**config.mk**
```make
export PLATFORM = sky130hd
export DESIGN_NAME = floor_request_queue
export DESIGN_NICKNAME = d
export VERILOG_FILES = /design/src/rtl/elevator_pkg.sv /design/src/rtl/button_debounce.sv /design/src/rtl/floor_request_queue.sv
export SDC_FILE = /design/constraint.sdc
export NUM_CORES = 1
export LEC_CHECK = 0
export ABC_AREA = 1
export CAP_MARGIN = 10
export CORE_AREA = 2 2 68 70
export CTS_BUF_LIST = sky130_fd_sc_hd__clkbuf_4 sky130_fd_sc_hd__clkbuf_8 sky130_fd_sc_hd__clkbuf_16
export DETAILED_ROUTE_END_ITERATION = 8
export DIE_AREA = 0 0 70 72
export PLACE_DENSITY = 0.65
export RECOVER_POWER = 50
export SYNTH_ARGS = -nofsm -noshare
export SYNTH_HDL_FRONTEND = slang
export SYNTH_SLANG_ARGS = --single-unit
```
**constraint.sdc**
```tcl
create_clock -name clk -period 1.5 [get_ports clk]
set_input_delay 0.3 -clock clk [delete_from_list [all_inputs] [get_ports clk]]
set_output_delay 0.3 -clock clk [all_outputs]
set_load 0.01 [all_outputs]
```
**src/rtl/elevator_pkg.sv**
```systemverilog
// Shared constants, FSM state encoding and floor-search helpers for the
// floor request queue.
package elevator_pkg;

  localparam int unsigned N_FLOORS = 4;
  localparam int unsigned FLOOR_W  = 2;

  typedef enum logic [1:0] {
    ST_IDLE   = 2'd0,
    ST_SELECT = 2'd1,
    ST_ISSUE  = 2'd2,
    ST_MOVING = 2'd3
  } state_t;

  typedef struct packed {
    logic               found;
    logic [FLOOR_W-1:0] floor;
  } search_t;

  // Lowest pending floor strictly above cur (scan top-down, last hit wins).
  function automatic search_t search_above(input logic [N_FLOORS-1:0] pend,
                                           input logic [FLOOR_W-1:0]  cur);
    search_t            r;
    logic [FLOOR_W-1:0] fl;
    r = '0;
    for (int unsigned k = 0; k < N_FLOORS; k++) begin
      fl = FLOOR_W'(N_FLOORS - 1 - k);
      if (pend[fl] && (fl > cur)) begin
        r.found = 1'b1;
        r.floor = fl;
      end
    end
    return r;
  endfunction

  // Highest pending floor strictly below cur (scan bottom-up, last hit wins).
  function automatic search_t search_below(input logic [N_FLOORS-1:0] pend,
                                           input logic [FLOOR_W-1:0]  cur);
    search_t            r;
    logic [FLOOR_W-1:0] fl;
    r = '0;
    for (int unsigned k = 0; k < N_FLOORS; k++) begin
      fl = FLOOR_W'(k);
      if (pend[fl] && (fl < cur)) begin
        r.found = 1'b1;
        r.floor = fl;
      end
    end
    return r;
  endfunction

endpackage

```
**src/rtl/button_debounce.sv**
```systemverilog
// One call button: 2-flop synchronizer, saturating tick counter and a
// single-cycle press pulse on the cycle the counter first reaches TICKS.
module button_debounce #(
  parameter int unsigned TICKS = 4
) (
  input  logic clk,
  input  logic rst,
  input  logic tick_en_i,
  input  logic btn_i,
  output logic press_o
);

  localparam logic [3:0] TICKS_L = 4'(TICKS);

  logic       sync1_q, sync2_q;
  logic [3:0] cnt_q, cnt_d;

  // Synchronizer chain for the raw asynchronous button.
  always_ff @(posedge clk or posedge rst) begin
    if (rst) begin
      sync1_q <= 1'b0;
      sync2_q <= 1'b0;
    end else begin
      sync1_q <= btn_i;
      sync2_q <= sync1_q;
    end
  end

  // Count ticks while the level is high; any low cycle restarts the count.
  always_comb begin
    cnt_d = cnt_q;
    if (!sync2_q) begin
      cnt_d = '0;
    end else if (tick_en_i && (cnt_q != TICKS_L)) begin
      cnt_d = cnt_q + 4'd1;
    end
  end

  // Counter register.
  always_ff @(posedge clk or posedge rst) begin
    if (rst) begin
      cnt_q <= '0;
    end else begin
      cnt_q <= cnt_d;
    end
  end

  // Fires only on the increment that lands on TICKS; saturation blocks repeats.
  always_comb begin
    press_o = sync2_q && tick_en_i && (cnt_q == (TICKS_L - 4'd1));
  end

endmodule

```
**src/rtl/floor_request_queue.sv**
```systemverilog
// Collects debounced floor calls into a pending mask and hands targets to
// the elevator stage one at a time with a valid/ready handshake, sweeping
// in the current direction before reversing.
module floor_request_queue
  import elevator_pkg::*;
#(
  parameter int unsigned DEBOUNCE_TICKS = 4
) (
  input  logic                clk,
  input  logic                rst,
  input  logic                tick_en,
  input  logic [N_FLOORS-1:0] call_btn,
  input  logic [FLOOR_W-1:0]  cur_floor,
  input  logic                arrived,
  input  logic                req_ready,
  output logic                req_valid,
  output logic [FLOOR_W-1:0]  target_floor,
  output logic [N_FLOORS-1:0] pending,
  output logic                dir_up
);

  logic [N_FLOORS-1:0] press;
  logic [N_FLOORS-1:0] set_mask, clr_mask;
  logic [N_FLOORS-1:0] pending_q, pending_d;
  state_t              state_q, state_d;
  logic [FLOOR_W-1:0]  target_q, target_d;
  logic                dir_up_q, dir_up_d;
  search_t             up_s, dn_s;

  for (genvar g = 0; g < N_FLOORS; g++) begin : g_btn
    button_debounce #(
      .TICKS(DEBOUNCE_TICKS)
    ) u_db (
      .clk      (clk),
      .rst      (rst),
      .tick_en_i(tick_en),
      .btn_i    (call_btn[g]),
      .press_o  (press[g])
    );
  end

  // Pending update: calls at the idle car's own floor are dropped, and an
  // arrival clear overrides a same-cycle set on that floor.
  always_comb begin
    set_mask = press;
    if (state_q == ST_IDLE) begin
      set_mask[cur_floor] = 1'b0;
    end
    clr_mask = '0;
    if (arrived) begin
      clr_mask[cur_floor] = 1'b1;
    end
    pending_d = (pending_q | set_mask) & ~clr_mask;
  end

  // Pending register.
  always_ff @(posedge clk or posedge rst) begin
    if (rst) begin
      pending_q <= '0;
    end else begin
      pending_q <= pending_d;
    end
  end

  // Candidate targets in both directions from the current floor.
  always_comb begin
    up_s = search_above(pending_q, cur_floor);
    dn_s = search_below(pending_q, cur_floor);
  end

  // FSM state, target and direction registers.
  always_ff @(posedge clk or posedge rst) begin
    if (rst) begin
      state_q  <= ST_IDLE;
      target_q <= '0;
      dir_up_q <= 1'b1;
    end else begin
      state_q  <= state_d;
      target_q <= target_d;
      dir_up_q <= dir_up_d;
    end
  end

  // Next-state, target selection and direction reversal.
  always_comb begin
    state_d  = state_q;
    target_d = target_q;
    dir_up_d = dir_up_q;
    unique case (state_q)
      ST_IDLE: begin
        if (pending_q != '0) state_d = ST_SELECT;
      end
      ST_SELECT: begin
        if (pending_q == '0) begin
          state_d = ST_IDLE;
        end else begin
          state_d = ST_ISSUE;
          // Reverse only when the other side has work; a call left only at
          // the current floor is served in place without flipping direction.
          if (dir_up_q) begin
            if (up_s.found) begin
              target_d = up_s.floor;
            end else if (dn_s.found) begin
              target_d = dn_s.floor;
              dir_up_d = 1'b0;
            end else begin
              target_d = cur_floor;
            end
          end else begin
            if (dn_s.found) begin
              target_d = dn_s.floor;
            end else if (up_s.found) begin
              target_d = up_s.floor;
              dir_up_d = 1'b1;
            end else begin
              target_d = cur_floor;
            end
          end
        end
      end
      ST_ISSUE: begin
        if (req_ready) state_d = ST_MOVING;
      end
      ST_MOVING: begin
        if (arrived && (cur_floor == target_q)) begin
          state_d = (pending_d != '0) ? ST_SELECT : ST_IDLE;
        end
      end
      default: state_d = ST_IDLE;
    endcase
  end

  // Outputs.
  always_comb begin
    req_valid    = (state_q == ST_ISSUE);
    target_floor = target_q;
    dir_up       = dir_up_q;
    pending      = pending_q;
  end

endmodule

```
# Yosys cells after proc, flatten, opt, wreduce, memory -nomap -nowiden
# Index checks and enable logic that the tools add are counted.
[op_classes] n_addsub=4 mul=0 div=0 order_cmp=10 eq_ne=19 n_shift=0 n_mux=36 bitwise_logic=6 n_reduce_logical=28
[ops] op="two-way mux 4 bit" n=10
[ops] op="two-way mux 3 bit" n=8
[ops] op="logical AND 1 bit" n=22
[ops] op="two-way mux 2 bit" n=9
[ops] op="adder 4 x 1 -> 4 bit, second input constant" n=4
[ops] op="== test 4 x 2 -> 1 bit, second input constant" n=4
[ops] op="inequality test 4 x 3 -> 1 bit, second input constant" n=4
[ops] op="inequality test 2 bit, second input constant" n=6
[ops] op="AND 4 bit" n=2
[ops] op="inverter 4 bit" n=2
[ops] op="case mux 2 bit (4 select lines)" n=1
[ops] op="nonzero test 4 bit" n=2
[ops] op="two-way mux 1 bit" n=7
[ops] op="== test 2 bit, second input constant" n=2
[ops] op="greater-than comparator 1 x 2 -> 1 bit, first input constant" n=2
[ops] op="greater-than comparator 2 bit, first input constant" n=2
[ops] op="zero test 4 bit" n=1
[ops] op="less-than comparator 1 x 2 -> 1 bit, first input constant" n=2
[ops] op="less-than comparator 2 bit, first input constant" n=2
[ops] op="bitwise OR 4 bit" n=1
[ops] op="less-than comparator 2 x 3 -> 1 bit, second input constant" n=1
[ops] op="AND reduction 3 bit" n=1
[ops] op="demux 1 bit (select 2 bit)" n=1
[ops] op="== test 2 x 1 -> 1 bit, second input constant" n=1
[ops] op="other kinds (6)" n=6
[totals] register_bits=33 latch_bits=0 ram_bits=0 romBits=0 in_bits=11 output_inout_bits=8 elab_cells=119 memories=0

# Depth between registers and ports, before layout
# Gate-level depths: netlist (run 1).
[depth] ltp_word=13 depth_mapped=9 ltp_nobuf=9

# By module
# From an unflattened synthesis (run 1), not the netlist that was laid out.
[unflattened] cells_unflattened=239 hier_area_um2=1859.3
[modules_own_cells] mod="button_debounce" n_inst=4 cells_per_inst=34 area_per_inst_um2=305.3 seq_area_each_um2=150.1
[modules_own_cells] mod="floor_request_queue" n_inst=1 cells_per_inst=103 area_per_inst_um2=638.1 seq_area_each_um2=226.5

# Worst setup path before layout (run 1)
# OpenSTA, ideal clock, no wires.
[synth_path] path_kind="reg2reg" startpoint="register g_btn[1].u_db.cnt_q[0]" endpoint="register g_btn[1].u_db.cnt_q[3]" setup_ps=123 arrival_ps=1123 required_time_ps=1377 slack_ps=254 path_stages_with_launch=9 n_path_buf=0 synth_period_minus_slack_ps=1246 cell_sequence="dfrtp_1 inv_1 ha_1 nand3_1 nand2_1 nor2_1 nand3_1 o21ai_0 a21oi_1"
[synth_via] elab_chain_cells=3 word_cells_on_any_way=6 cone_classes="add/sub (1); eq/ne (2); mux (2); reduce/logical (1)"
[synth_lines] item="start: declaration" line_no="button_debounce.sv:16" rtl="logic [3:0] cnt_q, cnt_d;"
[synth_lines] item="start signal: assignment" line_no="button_debounce.sv:44" rtl="cnt_q <= cnt_d;"
[synth_lines] item="adder 4 x 1 -> 4 bit or inequality test 4 x 3 -> 1 bit (tied branches)" line_no="button_debounce.sv:35, button_debounce.sv:34"
[synth_lines] item="two-way mux 4 bit or logical AND 1 bit (tied branches)" line_no="button_debounce.sv:34" rtl="end else if (tick_en_i && (cnt_q != TICKS_L)) begin"
[synth_lines] item="two-way mux 4 bit or inequality test 2 bit (tied branches)"
# Several ways; a longest one is shown, not always the timed one. The select of a mux whose other input is x is not followed.
# A chain may end at the register's enable or synchronous reset.

# Worst setup path in the final report (run 1)
[layout_path] startpoint="register dir_up_q (netlist: dir_up)" endpoint="output dir_up"
[layout_lines] item="start: declaration" line_no="floor_request_queue.sv:27" rtl="logic dir_up_q, dir_up_d;"
[layout_lines] item="start signal: assignment" line_no="floor_request_queue.sv:80" rtl="dir_up_q <= dir_up_d;"
[layout_lines] item="end: declaration" line_no="floor_request_queue.sv:19" rtl="output logic dir_up"
# No word-level cell between the ends.

==> results_dict.tcl, run 1 <==
set metrics [dict create \
    synth.avg_cell_area_um2 7.790 \
    r2r_start "g_btn[3].u_db.cnt_q[0]$_DFFE_PP0P_" \
    drt_wl_total_um 3144 \
    synth.distinct_cells 23 \
    start_kind "register" \
    clk_path_buf_depth 2 \
    slew_viol_final 0 \
    coreArea_mm2 0.004264 \
    cts_tree "built" \
    area_delta_synth_final_pct 25.65 \
    p_per_area_mw_per_mm2 1155 \
    cp.required_ns 1.20 \
    dr.pass1.iters 6 \
    cpPeakStageDelay_ns 0.57 \
    grt_pass1_wl_um 5623 \
    grtUsageTotal 0.1422 \
    io_buffers 18 \
    drive_gt1_frac 0.1313 \
    grt_pass1_vias 1312 \
    finalPower_uw 2498 \
    post-route-util 0.5073 \
    crit_arrival_ns 1.12 \
    end_kind "primary output" \
    status "complete, no violations" \
    dpl.hpwl_um 2347 \
    critical_path_class "reg -> out" \
    viasPerCell 4.768 \
    diodes 0 \
    ys_async_sr_fraction 1.000 \
    num_io_pins 19 \
    overflow 0 \
    worst_pin_slew_ns 0.8133 \
    fp.dieArea_mm2 0.005040 \
    post-route-period-util 0.9439 \
    synthTopCellsByArea "dfrtp_1, nand2_1, inv_1, nand3_1, ha_1" \
    synthTopCellsByCount "nand2_1, inv_1, dfrtp_1, nand3_1, nor2_1" \
    clock_skew_ns 0.004289 \
    start_util 0.4038 \
    grt_max_degree 34 \
    slowest_stage "dfstp_2" \
    critical_path.max_fanout 5 \
    finalWorstSetupSlack_ns 0.08408 \
    yosysTopAreaCell "dfrtp_1" \
    ff2ff_path_depth 9 \
    vias 1483 \
    timing.reg2reg.setup_slack_ns 0.16 \
    mappedNetlistArea_mm2 0.001722 \
    drt-initial-drc-count 93 \
    yosys.cell_count.top_type "nand2_1" \
    ys_seq_area_frac 0.4804 \
    antenna_found_initial 0 \
    final_area_mm2 0.002163 \
    setup-violations-final 0 \
    worstPathCellList "dlygate4sd2_1" \
    synth.net_count 240 \
    critPathCapture "dir_up" \
    ys.flop_type "dfrtp_1" \
    relSlewSlack 0.4578 \
    die_y_um 72 \
    nNetsFinal 277 \
    htreeDepth 2 \
    path_depth 1 \
    clkTransAtPathRegs_ns 0.07 \
    period_needed_ns 1.416 \
    hold_class "reg -> reg" \
    crit_start "dir_up$_DFFE_PP1P_" \
    crit_family "flip-flops" \
    post_drt_wl_per_cell_um 10.11 \
    drtAntennaViolNets 0 \
    place_area_mm2 0.002057 \
    leakage_uw 0.001202 \
    gp_congestion 0.7817 \
    core.rowCount 24 \
    numCtsBuffers 5 \
    finalHoldViolations 0 \
    synth_top_area_share 0.4651 \
    vdd_ir_drop_max_mv 0.5603 \
    synth_edf_count 0 \
    crit_buf_inv 1 \
    yosysWarnings 0 \
    synth-seq-cells 33 \
    dieWidth_um 70 \
    fmax_ghz 0.7063 \
    drc 0 \
    r2r-end "state_q[0]$_DFFE_PP0P_" \
    clkLatencyLatePin_ns 0.28 \
    cts-root-buf "clkbuf_8" \
    maxCapViolCount 0 \
    dp_slack_ns -0.2483 \
    synth_cells 221 \
    clock-sinks 33 \
]
==> layer usage <==
layer | GRT usage | vias to the layer above | wire length (um)
li1 | - | 780 | -
met1 | 0.1817 | 675 | 1578
met2 | 0.2222 | 22 | 1384
met3 | 0.04583 | 6 | 127
met4 | 0.06410 | 0 | 53
met5 | 0 | - | 0
==> through the flow <==
stage / TNS, ns / cells / hold slack [ns]
2_1_floorplan: 0 / 221 / 0.3312
3_3_place_gp: -1.066 / 301 / 0.3322
3_5_place_dp: -1.137 / 301 / 0.3358
4_1_cts: 0 / 311 / 0.3515
5_1_grt: -0.0009402 / 311 / 0.3636
6_report: 0 / 311 / 0.3489
==> power breakdown <==
group	internal (uW)	switching [uW]
Combinational	282	365
Clock	414	312
Sequential	1020	109
Total	1710	786
==> registers in the layout, summed over array words and instances (netlist names), named ones only <==
register,cells
pending,4
target_floor,2
g_btn.u_db.sync2_q,4
g_btn.u_db.cnt_q,16
g_btn.u_db.sync1_q,4
state_q,1
dir_up,1
==> repair_timing <==
item | in CTS | in global routing
gates resized for setup | 5 | 9
endpoints found under the hold margin | 0 | 0
endpoints found under the setup margin | 7 | 9
setup buffers | 2 | 0
hold buffers | 0 | 0
==> placed cells by master, fill, tap and decap left out, drive strengths merged <==
| cell type | Yosys | routed |
|---|---|---|
| inv | 42 | 42 |
| nand3b | 2 | 2 |
| o211ai | 3 | 3 |
| dlygate4sd3 | 0 | 5 |
| nand2 | 48 | 48 |
| nor3 | 3 | 3 |
| dfrtp | 32 | 32 |
| o21ai | 19 | 19 |
| buf | 1 | 12 |
| or2 | 1 | 1 |
| a21oi | 5 | 5 |
| o22ai | 1 | 1 |
| nand3 | 23 | 23 |
| dlygate4sd2 | 0 | 4 |
| nand4 | 2 | 2 |
| ha | 8 | 8 |
| a31oi | 1 | 1 |
| dfstp | 1 | 1 |
| o21bai | 1 | 1 |
| clkdlybuf4s50 | 0 | 4 |
| clkinv | 0 | 1 |
| clkbuf | 0 | 9 |
| nor2 | 26 | 26 |
| o31ai | 2 | 2 |
| dlymetal6s2s | 0 | 4 |
==> worst min-delay path by stage <==
| stage | from | end | slack (ns) | cells past startpoint |
|---|---|---|---|---|
| floorplan | g_btn[0].u_db.sync1_q$_DFF_PP0_ | g_btn[0].u_db.sync2_q$_DFF_PP0_ | 0.33 | 0 |
| global placement | g_btn[0].u_db.sync1_q$_DFF_PP0_ | g_btn[0].u_db.sync2_q$_DFF_PP0_ | 0.33 | 0 |
| detailed placement | g_btn[0].u_db.sync1_q$_DFF_PP0_ | g_btn[0].u_db.sync2_q$_DFF_PP0_ | 0.34 | 0 |
| CTS | rst | g_btn[3].u_db.sync2_q$_DFF_PP0_ | 0.35 | 3 |
| global route | g_btn[0].u_db.sync1_q$_DFF_PP0_ | g_btn[0].u_db.sync2_q$_DFF_PP0_ | 0.36 | 0 |
| finish | g_btn[2].u_db.sync1_q$_DFF_PP0_ | g_btn[2].u_db.sync2_q$_DFF_PP0_ | 0.35 | 0 |
==> logic make-up after synthesis <==
logic type               synth area share
AO/OA/AOI/OAI                      0.1032
adder cells (fa/ha/maj)           0.05814
buffers and inverters             0.09447
flip-flops                         0.4804
AND/OR/NAND/NOR                    0.2638
==> layout make-up <==
class	count	area, um2
Clock buffer	7	96.34
Clock inverter	1	5.005
Fill cell	418	2101
Inverter	42	157.7
Multi-Input combinational cell	145	737.0
Sequential cell	33	827.0
Tap cell	52	65.06
Timing Repair Buffer	31	275.3
Note: power is estimated with default switching activity, not from simulation.
==> inputs of run 2 (changes only) <==
--- a/config.mk
+++ b/config.mk
@@ -7,12 +7,13 @@
 export LEC_CHECK = 0
 export ABC_AREA = 1
 export CAP_MARGIN = 10
-export CORE_AREA = 2 2 68 70
+export CORE_AREA = 2 2 79 81
 export CTS_BUF_LIST = sky130_fd_sc_hd__clkbuf_4 sky130_fd_sc_hd__clkbuf_8 sky130_fd_sc_hd__clkbuf_16
 export DETAILED_ROUTE_END_ITERATION = 8
-export DIE_AREA = 0 0 70 72
-export PLACE_DENSITY = 0.65
+export DIE_AREA = 0 0 81 83
+export PLACE_DENSITY = 0.52
 export RECOVER_POWER = 50
+export SLEW_MARGIN = 20
 export SYNTH_ARGS = -nofsm -noshare
 export SYNTH_HDL_FRONTEND = slang
 export SYNTH_SLANG_ARGS = --single-unit
==> run 2 against run 1 <==
  * Final cell count grew 7.4%
  * Critical endpoint unchanged
  * Critical path type unchanged
  * Hold slack is essentially flat
  * Critical path depth is the same
  * Count of clock-buffer cells in the layout is the same
  * Clock skew grew 0.0030 ns
==> results_dict.tcl, run 2 (synthesized netlist as in run 1, its figures left out) <==
set metrics [dict create \
    clock-sinks 33 \
    fin_cells 334 \
    num_io_pins 19 \
    slowest_stage "dfstp_2" \
    dieWidth_um 81 \
    largest_reg_flops 16 \
    io_buffers 18 \
    hold_buffers 0 \
    dr.pass1.iters 4 \
    cp.required_ns 1.20 \
    worstPathCellList "dlygate4sd2_1" \
    numCtsBuffers 5 \
    grt_max_degree 17 \
    die_y_um 83 \
    maxCapViolCount 0 \
    viasPerCell 4.335 \
    worst_pin_slew_ns 0.6144 \
    drc 0 \
    critical_path.max_fanout 5 \
    crit_family "flip-flops" \
    post_drt_wl_per_cell_um 9.829 \
    clkTransAtPathRegs_ns 0.07 \
    regMostFlops "g_btn.u_db.cnt_q" \
    finalHoldViolations 0 \
    post-route-period-util 0.9409 \
    start_util 0.2960 \
    period_needed_ns 1.411 \
    mostFrequentLayoutCell "nand2_1" \
    clock_skew_ns 0.007320 \
    relSlewSlack 0.5904 \
    cts_tree "built" \
    fmax_ghz 0.7085 \
    p_per_area_mw_per_mm2 1193 \
    overflow 0 \
    antenna_found_initial 0 \
    fp.dieArea_mm2 0.006723 \
    core.rowCount 28 \
    clkLatencyLatePin_ns 0.28 \
    gp_congestion 0.7985 \
    coreArea_mm2 0.005816 \
    start_kind "register" \
    end_kind "primary output" \
    area_delta_synth_final_pct 28.20 \
    crit_arrival_ns 1.11 \
    grt_pass1_wl_um 6065 \
    final_cell_mix "nand2_1, inv_1, dfrtp_1" \
    clk_path_buf_depth 2 \
    dpl.hpwl_um 2610 \
    nNetsFinal 277 \
    cts-root-buf "clkbuf_8" \
    vias 1448 \
    fin_tns_setup_ns 0 \
    hold_class "reg -> reg" \
    drive_gt1_frac 0.1351 \
    drt_wl_total_um 3283 \
    slew_viol_final 0 \
    setup-violations-final 0 \
    drtAntennaViolNets 0 \
    dp.cells 326 \
    drt-initial-drc-count 24 \
    vdd_ir_drop_max_mv 0.4383 \
    grtUsageTotal 0.1138 \
    status "complete, no violations" \
    rsz0062_at_grt "false" \
    diodes 0 \
    post-cts-setup-buffers 0 \
    cpPeakStageDelay_ns 0.56 \
    critical_path_class "reg -> out" \
    leakage_uw 0.001188 \
    htreeDepth 2 \
    grt_pass1_vias 1418 \
    crit_buf_inv 1 \
]
==> run 2: stage by stage <==
step / worst slack [ns] / hold WS (ns) / utilization / cell area [um2] / power, uW
after floorplan: 0.2537 / 0.3312 / - / 1722 / 1541
after global placement: -0.2585 / 0.3314 / 0.3612 / 2101 / 1828
after detailed placement: -0.2730 / 0.3347 / 0.3612 / 2101 / 1835
after CTS: 0.008310 / 0.2596 / 0.3804 / 2212 / 2685
after global routing: 0.01874 / 0.3690 / 0.3795 / 2207 / 2841
final: 0.08860 / 0.3489 / 0.3795 / 2207 / 2633
==> run 2: worst paths after layout <==
path | to | slack (ns) | start | cells past startpoint
worst max-delay path | dir_up | 0.09 | dir_up$_DFFE_PP1P_ | 1
worst min-delay path | g_btn[1].u_db.sync2_q$_DFF_PP0_ | 0.35 | g_btn[1].u_db.sync1_q$_DFF_PP0_ | 0
worst max register to register | state_q[0]$_DFFE_PP0P_ | 0.16 | g_btn[3].u_db.cnt_q[0]$_DFFE_PP0P_ | 9
worst min register to register | g_btn[1].u_db.sync2_q$_DFF_PP0_ | 0.35 | g_btn[1].u_db.sync1_q$_DFF_PP0_ | 0
max in group asynchronous | g_btn[2].u_db.cnt_q[0]$_DFFE_PP0P_ | 0.29 | rst | 3
min in group asynchronous | g_btn[3].u_db.sync1_q$_DFF_PP0_ | 0.38 | rst | 2
==> run 2: final cells by class <==
| class | count | area (um2) |
|---|---|---|
| well taps | 75 | 93.84 |
| repair buffers | 31 | 266.5 |
| multi-input cells | 145 | 742.0 |
| inverters | 42 | 157.7 |
| flip-flops and latches | 33 | 827.0 |
| clock inverters | 1 | 30.03 |
| clock buffers | 7 | 90.09 |
| fillers | 611 | 3608 |
==> run 2: repair_timing <==
action | in CTS | in global routing
setup endpoints to repair | 7 | 7
pin swaps | 0 | 0
gates resized for setup | 7 | 9
==> run 2: worst register-to-register path: stages, from the launching register on <==
cell	delay [ns]
dfrtp_1	0.41
ha_1	0.21
nand2_1	0.06
inv_1	0.05
nand3_1	0.07
nand2_1	0.05
nand2_1	0.07
nand2_1	0.06
o21ai_0	0.16
a21oi_1	0.09
==> run 2: metal layers <==
metal  vias to the layer above  track usage  wire length [um]
met2                        25       0.1766              1538
met3                         6      0.03696               135
li1                        773            -                 -
met5                         -            0                 0
met1                       644       0.1489              1559
met4                         0      0.03698                48
==> run 2: report_power, final <==
part | switching (uW) | leakage [uW] | internal (uW)
Sequential | 111 | 0.000423 | 1020
Clock | 309 | 0.0000619 | 559
Combinational | 363 | 0.000703 | 273
==> inputs of run 3 (changes only) <==
--- a/config.mk
+++ b/config.mk
@@ -11,7 +11,6 @@
 export CTS_BUF_LIST = sky130_fd_sc_hd__clkbuf_4 sky130_fd_sc_hd__clkbuf_8 sky130_fd_sc_hd__clkbuf_16
 export DETAILED_ROUTE_END_ITERATION = 8
 export DIE_AREA = 0 0 81 83
-export PLACE_DENSITY = 0.52
 export RECOVER_POWER = 50
 export SLEW_MARGIN = 20
 export SYNTH_ARGS = -nofsm -noshare
==> run 3 against run 2 <==
  * Critical endpoint is now req_valid
  * Combinational power rose by 3.5%
  * Sequential power about the same
  * Via count increased by 0.90%
  * Highest routed layer unchanged
==> results_dict.tcl, run 3 (synthesized netlist as in run 1, its figures left out) <==
set metrics [dict create \
    drive_gt1_frac 0.1245 \
    critical_path_class "reg -> out" \
    core.rowCount 28 \
    drt-initial-drc-count 49 \
    post-route-period-util 0.9608 \
    die_y_um 83 \
    clkPwrFrac 0.276 \
    numCtsBuffers 5 \
    end_kind "primary output" \
    cts-root-buf "clkbuf_8" \
    dr.pass1.iters 4 \
    leakage_uw 0.001172 \
    area_delta_synth_final_pct 26.38 \
    p_switching_uw 776.9 \
    drc 0 \
    coreArea_mm2 0.005816 \
    finalHoldViolations 0 \
    dieWidth_um 81 \
    start_util 0.2960 \
    cts_tree "built" \
    nNetsFinal 276 \
    status "complete, no violations" \
    rsz0062_at_grt "true" \
    dpl.hpwl_um 2499 \
    drtAntennaViolNets 0 \
    p_int_uw 1690 \
    clock_skew_ns 0.003604 \
    clkTransAtPathRegs_ns 0.06 \
    drt_wl_total_um 3344 \
    p_per_area_mw_per_mm2 1134 \
    clock-sinks 33 \
    viasPerCell 4.401 \
    regMostFlops "g_btn.u_db.cnt_q" \
    post-route-util 0.3741 \
    pwr-share-comb 0.267 \
    final_cell_mix "nand2_1, inv_1, dfrtp_1" \
    grtUsageTotal 0.1110 \
    finalWorstSetupSlack_ns 0.05885 \
    crit_arrival_ns 1.14 \
    fillCellCount 644 \
    num_io_pins 19 \
    cp.required_ns 1.20 \
    hold_class "reg -> reg" \
    antenna_found_initial 0 \
    fmax_ghz 0.6939 \
    vdd_ir_drop_max_mv 0.3968 \
    maxCapViolCount 0 \
    mostFrequentLayoutCell "nand2_1" \
    fp.dieArea_mm2 0.006723 \
    clkLatencyLatePin_ns 0.28 \
    setup-violations-final 0 \
    grt_max_degree 34 \
    start_kind "register" \
    critical_path.max_fanout 5 \
    largest_reg_flops 16 \
    overflow 0 \
    period_needed_ns 1.441 \
    dp_slack_ns -0.2694 \
    htreeDepth 2 \
    pwr-share-seq 0.457 \
    clk_path_buf_depth 2 \
    slew_viol_final 0 \
    post_drt_wl_per_cell_um 10.07 \
    worst_pin_slew_ns 0.8390 \
    io_buffers 18 \
    diodes 0 \
    swShare 0.3149 \
    vias 1461 \
    grt_pass1_vias 1345 \
    gp_congestion 0.7750 \
    relSlewSlack 0.4407 \
    grt_pass1_wl_um 5913 \
    timing.hold.ws_ns 0.3479 \
]
==> run 3: changes by cell type in the layout (fill, tap and decap cells not counted) <==
cell             delta
bufinv_16           -1
clkbuf_1            -1
clkbuf_2            -1
clkdlybuf4s15_1     +1
nor2_1              +1
nor2_2              -1
o21ai_0             -1
o21ai_1             +1
==> run 3: final cells by class <==
type                            instances  area, um2  share of cell area
Inverter                               42      157.7             0.07246
Timing Repair Buffer                   30      267.8              0.1231
Sequential cell                        33      827.0              0.3801
Multi-Input combinational cell        145      739.5              0.3398
Tap cell                               75      93.84             0.04313
Clock buffer                            7      90.09             0.04140
==> run 3: worst max-delay path, cell delays in order (launching register included) <==
cell and delay [ns]:
dfrtp_1 0.43, nor2_1 0.17, clkdlybuf4s15_1 0.26
==> run 3: final timing paths <==
| path | cells after the start | slack, ns | from | to |
|---|---|---|---|---|
| setup / recovery | 2 | 0.06 | state_q[0]$_DFFE_PP0P_ | req_valid |
| hold / removal | 0 | 0.35 | g_btn[3].u_db.sync1_q$_DFF_PP0_ | g_btn[3].u_db.sync2_q$_DFF_PP0_ |
| setup reg to reg | 8 | 0.14 | g_btn[1].u_db.cnt_q[0]$_DFFE_PP0P_ | g_btn[1].u_db.cnt_q[2]$_DFFE_PP0P_ |
| hold reg to reg | 0 | 0.35 | g_btn[3].u_db.sync1_q$_DFF_PP0_ | g_btn[3].u_db.sync2_q$_DFF_PP0_ |
| max in group asynchronous | 3 | 0.27 | rst | g_btn[2].u_db.cnt_q[2]$_DFFE_PP0P_ |
| min in group asynchronous | 3 | 0.71 | rst | g_btn[0].u_db.cnt_q[0]$_DFFE_PP0P_ |
==> run 3: layer usage <==
| layer | wire length [um] | up-vias | GRT usage |
|---|---|---|---|
| met3 | 126 | 7 | 0.03043 |
| met1 | 1613 | 660 | 0.1477 |
| met2 | 1551 | 17 | 0.1705 |
| met4 | 52 | 0 | 0.04160 |
| met5 | 0 | - | 0 |
| li1 | - | 777 | - |
==> run 3: repair_timing <==
action                                  4_1_cts  5_1_grt
setup buffers                                 0        0
endpoints found under the setup margin        7        7
hold buffers                                  0        0
gates resized for setup                       7        8
==> run 3: power by group through the flow <==
stage	clock network (uW)	registers, uW	logic, uW
2_1_floorplan	0	1140	399
6_report	681	1130	658
5_1_grt	746	1150	760
3_3_place_gp	0	1140	694
4_1_cts	706	1130	667
3_5_place_dp	0	1140	704
==> run 3: through the flow <==
| stage | instances | TNS, ns | power [uW] | cell area (um2) |
|---|---|---|---|---|
| finish | 332 | 0 | 2467 | 2176 |
| CTS | 332 | 0 | 2498 | 2175 |
| detailed placement | 325 | -1.941 | 1845 | 2093 |
| floorplan | 221 | 0 | 1541 | 1722 |
| global route | 332 | -0.06437 | 2655 | 2176 |
| global placement | 325 | -1.439 | 1836 | 2093 |
